[config.mk]
export PLATFORM = sky130hd
export DESIGN_NAME = pos_update_arbiter
export DESIGN_NICKNAME = d
export VERILOG_FILES = /design/src/rtl/vga_pkg.sv /design/src/rtl/pos_hold_reg.sv /design/src/rtl/pos_update_arbiter.sv
export SDC_FILE = /design/constraint.sdc
export NUM_CORES = 1
export LEC_CHECK = 0
export ABC_AREA = 1
export CORE_AREA = 2 2 79 119
export DETAILED_ROUTE_END_ITERATION = 12
export DIE_AREA = 0 0 81 121
export DONT_BUFFER_PORTS = 1
export PLACE_DENSITY = 0.62
export SLEW_MARGIN = 20
export SYNTH_ARGS = -nofsm -noshare
export SYNTH_HDL_FRONTEND = slang
export SYNTH_SLANG_ARGS = --single-unit
[constraint.sdc]
create_clock -name clk -period 1.45 [get_ports clk]
set_input_delay 0.2175 -clock clk [delete_from_list [all_inputs] [get_ports clk]]
set_output_delay 0.2175 -clock clk [all_outputs]
set_load 0.02 [all_outputs]
[src/rtl/vga_pkg.sv]
// Shared types and display-derived limits for the position path.
// The clamp limits default to the active area of the VGA timing.
package vga_pkg;

    localparam int unsigned HOR_ACTIVE = 800;
    localparam int unsigned VER_ACTIVE = 600;
    localparam int unsigned X_MAX_DEF  = HOR_ACTIVE - 1;
    localparam int unsigned Y_MAX_DEF  = VER_ACTIVE - 1;

    localparam int unsigned POS_XW = 12;
    localparam int unsigned POS_YW = 12;

    typedef logic [POS_XW-1:0] pos_x_t;
    typedef logic [POS_YW-1:0] pos_y_t;

    typedef enum logic {
        SRC_MOUSE = 1'b0,
        SRC_UART  = 1'b1
    } src_t;

    typedef enum logic [1:0] {
        IDLE,
        ARB,
        COMMIT
    } arb_state_t;

    // Round-robin choice: a lone requester wins; on a tie the one not granted last wins.
    function automatic src_t rr_pick(input logic m_pend, input logic u_pend, input src_t last);
        if (m_pend && u_pend) begin
            return (last == SRC_MOUSE) ? SRC_UART : SRC_MOUSE;
        end
        return u_pend ? SRC_UART : SRC_MOUSE;
    endfunction

endpackage

[src/rtl/pos_hold_reg.sv]
// One-entry holding register for a position request: valid/ready capture,
// coordinate clamp and a pending flag that the arbiter clears on commit.
module pos_hold_reg #(
    parameter int unsigned XW    = 12,
    parameter int unsigned YW    = 12,
    parameter int unsigned X_MAX = 799,
    parameter int unsigned Y_MAX = 599
) (
    input  logic          clk,
    input  logic          rst,
    input  logic          valid,
    output logic          ready,
    input  logic [XW-1:0] xin,
    input  logic [YW-1:0] yin,
    input  logic          clr,
    output logic          pend,
    output logic [XW-1:0] xout,
    output logic [YW-1:0] yout
);

    localparam logic [XW-1:0] XCAP = XW'(X_MAX);
    localparam logic [YW-1:0] YCAP = YW'(Y_MAX);

    assign ready = !pend;

    // clr only arrives while pend is set, so it never collides with a capture
    always_ff @(posedge clk) begin
        if (rst) begin
            pend <= 1'b0;
            xout <= '0;
            yout <= '0;
        end else if (clr) begin
            pend <= 1'b0;
        end else if (valid && !pend) begin
            pend <= 1'b1;
            xout <= (xin > XCAP) ? XCAP : xin;
            yout <= (yin > YCAP) ? YCAP : yin;
        end
    end

endmodule

[src/rtl/pos_update_arbiter.sv]
// Arbitrates mouse and UART position requests round-robin and commits the
// winner once per frame at the start of vertical blanking.
module pos_update_arbiter
    import vga_pkg::*;
#(
    parameter int unsigned XW    = 12,
    parameter int unsigned YW    = 12,
    parameter int unsigned X_MAX = X_MAX_DEF,
    parameter int unsigned Y_MAX = Y_MAX_DEF
) (
    input  logic          clk,
    input  logic          rst,
    input  logic          vblnk,
    input  logic          m_valid,
    output logic          m_ready,
    input  logic [XW-1:0] m_xpos,
    input  logic [YW-1:0] m_ypos,
    input  logic          u_valid,
    output logic          u_ready,
    input  logic [XW-1:0] u_xpos,
    input  logic [YW-1:0] u_ypos,
    output logic [XW-1:0] xpos,
    output logic [YW-1:0] ypos,
    output logic          src,
    output logic          update,
    output logic [15:0]   frame_cnt
);

    arb_state_t    state;
    src_t          last_grant;
    src_t          win;
    src_t          pick;
    logic          vblnk_q;
    logic          vb_rise;
    logic          m_pend, u_pend;
    logic          m_clr, u_clr;
    logic [XW-1:0] m_x, u_x;
    logic [YW-1:0] m_y, u_y;

    pos_hold_reg #(.XW(XW), .YW(YW), .X_MAX(X_MAX), .Y_MAX(Y_MAX)) u_mouse_hold (
        .clk   (clk),
        .rst   (rst),
        .valid (m_valid),
        .ready (m_ready),
        .xin   (m_xpos),
        .yin   (m_ypos),
        .clr   (m_clr),
        .pend  (m_pend),
        .xout  (m_x),
        .yout  (m_y)
    );

    pos_hold_reg #(.XW(XW), .YW(YW), .X_MAX(X_MAX), .Y_MAX(Y_MAX)) u_uart_hold (
        .clk   (clk),
        .rst   (rst),
        .valid (u_valid),
        .ready (u_ready),
        .xin   (u_xpos),
        .yin   (u_ypos),
        .clr   (u_clr),
        .pend  (u_pend),
        .xout  (u_x),
        .yout  (u_y)
    );

    assign vb_rise = vblnk && !vblnk_q;
    assign pick    = rr_pick(m_pend, u_pend, last_grant);
    assign m_clr   = (state == COMMIT) && (win == SRC_MOUSE);
    assign u_clr   = (state == COMMIT) && (win == SRC_UART);

    always_ff @(posedge clk) begin
        if (rst) begin
            state      <= IDLE;
            last_grant <= SRC_UART;
            win        <= SRC_MOUSE;
            xpos       <= '0;
            ypos       <= '0;
            src        <= 1'b0;
            update     <= 1'b0;
            frame_cnt  <= '0;
            // Track the live level so a reset inside blanking does not fake an edge
            vblnk_q    <= vblnk;
        end else begin
            vblnk_q <= vblnk;
            update  <= 1'b0;
            if (vb_rise) begin
                frame_cnt <= frame_cnt + 16'd1;
            end
            unique case (state)
                IDLE: begin
                    if (vb_rise) begin
                        state <= ARB;
                    end
                end
                ARB: begin
                    // Outputs load on leaving ARB so they are visible throughout COMMIT
                    if (m_pend || u_pend) begin
                        win        <= pick;
                        last_grant <= pick;
                        xpos       <= (pick == SRC_UART) ? u_x : m_x;
                        ypos       <= (pick == SRC_UART) ? u_y : m_y;
                        src        <= pick;
                        update     <= 1'b1;
                        state      <= COMMIT;
                    end else begin
                        state <= IDLE;
                    end
                end
                COMMIT: begin
                    state <= IDLE;
                end
                default: begin
                    state <= IDLE;
                end
            endcase
        end
    end

endmodule
Word level (Yosys, flattened, before mapping). Cells that the tools add are included.

Register bits: 96. Bits in latches: 0. Bits in writable memories: 0. ROM bits: 0. Memories kept: 0.

$add $sub $neg: 1. Multipliers: 0. Divide/modulo/power cells: 0. $lt $le $gt $ge: 4. Equality and inequality tests: 3. Shift-type cells: 0. Multiplexer cells: 15. Bitwise logic cells: 4. Reductions and logical operators: 17.

Operator list (number): $mux W12 (6); $gt A12 B10 Y1 const B (4); $add A16 B1 Y16 const B (1); $logic_and A1 B1 Y1 (6); $mux W1 (6); $reduce_and A2 Y1 (3); $reduce_or A2 Y1 (3); $mux W2 (2); $not A1 Y1 (4); $pmux W2 S2 (1); $logic_not A1 Y1 (3); $eq A2 B1 Y1 const B (1); $eq A2 B2 Y1 const B (1); $logic_not A2 Y1 (1); $ne A2 B2 Y1 const B (1); $logic_or A1 B1 Y1 (1).

Longest topological paths before layout.
Depth in word-level cells: 4. Depth in mapped cells: 9. Mapped depth without buffers: 8.

By module. From an unflattened synthesis, not the netlist that was laid out.

Cells, all modules: 559. Area, all modules: 4204.0 µm².

Modules (own cells, without submodules): pos_update_arbiter (instances 1, cells each 309, area an instance 2212.1 µm², sequential area each 920.9 µm²); pos_hold_reg (instances 2, cells each 125, area an instance 996.0 µm², sequential area each 500.5 µm²).

Least setup slack after synthesis. No wires, ideal clock.

Path kind: register to register. From: register frame_cnt[1]. To: register frame_cnt[14]. Arrival time: 1315 ps. Path slack: 7 ps. Cell stages (with the launch flop): 7. Path buffers: 0. Clock period less this slack: 1443 ps. Cell sequence: dfxtp_1 ha_1 nand4_1 nor3_1 nand4_1 nand2_1 nor2_1.

Longest elaborated chain between the ends: 1.

Ends and longest elaborated chain: from (decl) (line pos_update_arbiter.sv:26) `output logic [15:0] frame_cnt`; from (signal assigned) (line pos_update_arbiter.sv:87) `frame_cnt <= frame_cnt + 16'd1;`; $add A16 B1 Y16 (line pos_update_arbiter.sv:87).

No other way between the ends. A chain may end at the register's enable or synchronous reset.

Final worst setup path.
From: register frame_cnt[0]. To: register frame_cnt[14].

Same word-level chain as after synthesis.

==> summary.txt <==
Run status
  • Status: finished, final reports clean

Route
  • Routed vias/inst: ~5.3
  • Final wirelength: about 10 mm
  • Iter 0 DRT Violations: 179
  • Post-route DRC violation count: 0
  • DR WL/cell: roughly 15 µm
  • Post-route ant nets: 0
  • DRT Pass-1 Iters: 4
  • Via count: 3513

Placed design
  • Place WS: ~0.036 ns
  • I/O Buffers: 0
  • Cell Area, Placed: between 4000 and 5000 µm²
  • DP Wirelength: ~7.3 mm
  • Placer Congestion: roughly 0.8

Yosys
  • Synth Area in XOR/XNOR: 0
  • Main combinational cell family by area after synthesis: simple AND/OR/NAND/NOR gates
  • Compound-Gate Fraction of Synth Area: 0.190
  • Primary FF master, synth: dfxtp_1
  • Syn_nets: just under 600
  • Top post-synthesis cells by area: dfxtp_1 49%, nand2_1 9.6%, o21ai_0 8.4%, nor2_1 6.6%, a21oi_1 4.7%
  • Adder-Cell Fraction of Synth Area: 0.00318
  • Mapped Area: approximately 4000 µm²
  • Mapped Cells: between 500 and 600
  • Number of flops mapped to enable cells by yosys: 0
  • Synth top area share: 0.489
  • Post-synthesis mux area share: 0
  • Synth cell types: 30
  • Yosys warning count: 0
  • Synth Area in Simple Gates: 0.239
  • Largest area contributor in the netlist: dfxtp_1
  • Mean Syn Cell Area: roughly 7.5 µm²
  • Yosys reg bits: 96
  • Seq/Total Area, Yosys: 0.489
  • Post-synth ARST share: 0

Timing
  • Post-route setup slack: between 0.07 and 0.08 ns
  • Max Slew Vio Count: 0
  • Max-slew headroom: 0.713
  • Fin crit period: ~1.4 ns
  • Smallest hold slack: between 0.02 and 0.025 ns
  • Post-route clock period utilization: 0.949
  • Worst slew pin tran: around 0.43 ns
  • Clk_skew: around 0.0074 ns
  • Fmax: between 0.7 and 0.8 GHz
  • Finish-stage setup viols: 0
  • Final hold vios: 0

Power and ir drop
  • NetSw: 1400 µW
  • Part of the power in registers: 0.519
  • Cell-internal power: approximately 4200 µW
  • Worst vdd ir: 0.701 mV
  • Clock Power Share: 0.397
  • Pleak: roughly 0.0019 µW
  • Pwr dens: 1220 nW/µm²
  • Combinational fraction of design power: 0.084
  • Sw Share: 0.252

Job
  • Max cap viols: 0

Cells and area
  • NumNets Final: 600
  • Design Area, Final: between 4000 and 5000 µm²
  • Area growth syn-to-layout: 15.5%
  • Share of layout cells above drive strength 1: 0.123

CTS
  • Clk buf depth: 2
  • Total CTS buffers: 9
  • Clock transition at the registers of the reported paths: approximately 0.070 ns
  • Root buf cell: clkbuf_16
  • Clock Sinks: 96
  • TritonCTS clock tree: yes
  • H-tree levels: 3
  • Clock latency at the later pin of the worst-skew pair: 0.34 ns

Die
  • FP Rows: between 40 and 50
  • Num ports: 97
  • Die W: 81 µm
  • Starting density of the core: 0.451
  • Die area: about 10000 µm²
  • Core Area: roughly 8700 µm²
  • Die height: about 120 µm

Global route
  • GRT Residual Overflow: 0
  • Initial antenna violation count: 1
  • Vias in the first global route: 3371
  • All-layer global routing usage: 0.212
  • First-pass GRT wire length: approximately 16 mm
  • Largest net degree at the start of global routing: 47

Critical path
  • Required time of the critical path: ~1.7 ns
  • Startpoint types: flip-flop
  • Worst Path Arrival: about 1.6 ns
  • CP max FO: 5
  • CP Class: flip-flop to flip-flop
  • CP endpoint kind: flip-flop

Worst hold path
  • Hold Path Class: input pin to flip-flop
## cell families (layout without fill, tap and decap cells)
kind of cell,count (synthesis),after routing
fa+ha+maj,1,1
flops,96,96
buf+inv,72,96
compound gates,139,139
other cells,0,1
simple gates,219,219
## sequential cells by signal, indices dropped and copies added (netlist names), 2 cells and up
name and flops:
state 2, xpos 12, u_mouse_hold.yout 12, frame_cnt 16
u_mouse_hold.xout 12, ypos 12, u_uart_hold.xout 12, u_uart_hold.yout 12
## cell usage after synthesis (all sizes together), types with 2 or more instances
master / number
a21oi: 37
a31oi: 29
buf: 19
clkbuf: 8
dfxtp: 96
inv: 45
nand2: 103
nand3: 16
nand4: 4
nor2: 70
nor3: 11
nor3b: 2
o21ai: 72
or2: 11
## through the flow
stage / cells / power, µW / util / TNS, ns
3_5_place_dp: 641 / 3400 / 0.481 / 0
5_1_grt: 662 / 5820 / 0.521 / -0.00678
4_1_cts: 660 / 5610 / 0.516 / 0
6_report: 662 / 5560 / 0.521 / 0
3_3_place_gp: 641 / 3390 / 0.481 / 0
2_1_floorplan: 527 / 3260 / - / 0
## critical path, stage by stage (launching register included)
cell and delay (ns):
dfxtp_2 0.36, ha_1 0.19, nand4_1 0.11, buf_4 0.18
nor3_2 0.18, nand4_1 0.12, nand2_1 0.08, nor2_1 0.04
## placed cells by master (no fill, tap or decap), types with 2 or more instances in the layout
master,n
or2_0,6
a31oi_1,27
or2_2,3
nand3_1,15
nor3b_1,2
nand4_1,3
nor3_1,9
nor2_2,2
dfxtp_1,93
dfxtp_2,3
nand2_1,99
nand2_2,3
clkbuf_16,9
o21ai_1,10
dlygate4sd3_1,3
o21ai_0,62
inv_2,2
a21oi_1,37
buf_12,3
nor2_1,67
clkinv_4,2
a31oi_2,2
clkbuf_1,2
inv_1,42
buf_4,29
## cell type report
| type | instances | area, µm² |
|---|---|---|
| fillers | 863 | 4180 |
| inverters | 45 | 169 |
| flip-flops and latches | 96 | 1930 |
| clock buffers | 12 | 246 |
| clock inverters | 4 | 30.0 |
| repair buffers | 35 | 308 |
| diodes | 1 | 2.50 |
| well taps | 110 | 138 |
| multi-input cells | 359 | 1720 |
## power groups by stage
stage / sequential, µW / combinational (µW) / clock [µW]
after detailed placement: 2950 / 457 / 0
after CTS: 2890 / 466 / 2260
after global placement: 2940 / 444 / 0
after global routing: 2900 / 540 / 2380
after floorplan: 2920 / 345 / 0
final: 2890 / 467 / 2210
## per-layer routing
metal | global-route usage | up-vias | wire length [µm]
li1 | - | 1780 | -
met1 | 0.227 | 1635 | 3800
met2 | 0.373 | 87 | 5340
met3 | 0.0692 | 11 | 739
met4 | 0.0932 | 0 | 174
met5 | 0 | - | 0
## repair_timing
action,CTS,global route
gates resized for setup,0,16
endpoints found under the setup margin,0,28
buffers inserted,0,1
hold buffers,3,1
hold endpoints to repair,10,8
## path summary, 6_finish.rpt
check | startpoint | to | slack [ns] | cells after the start
max | frame_cnt[0] | frame_cnt[14] | 0.07 | 7
max reg2reg | frame_cnt[0] | frame_cnt[14] | 0.07 | 7
min | m_xpos[7] | u_mouse_hold.xout[7] | 0.02 | 2
min reg2reg | u_uart_hold.yout[10] | u_uart_hold.yout[10] | 0.44 | 2
Note: power is estimated with default switching activity, not from simulation.
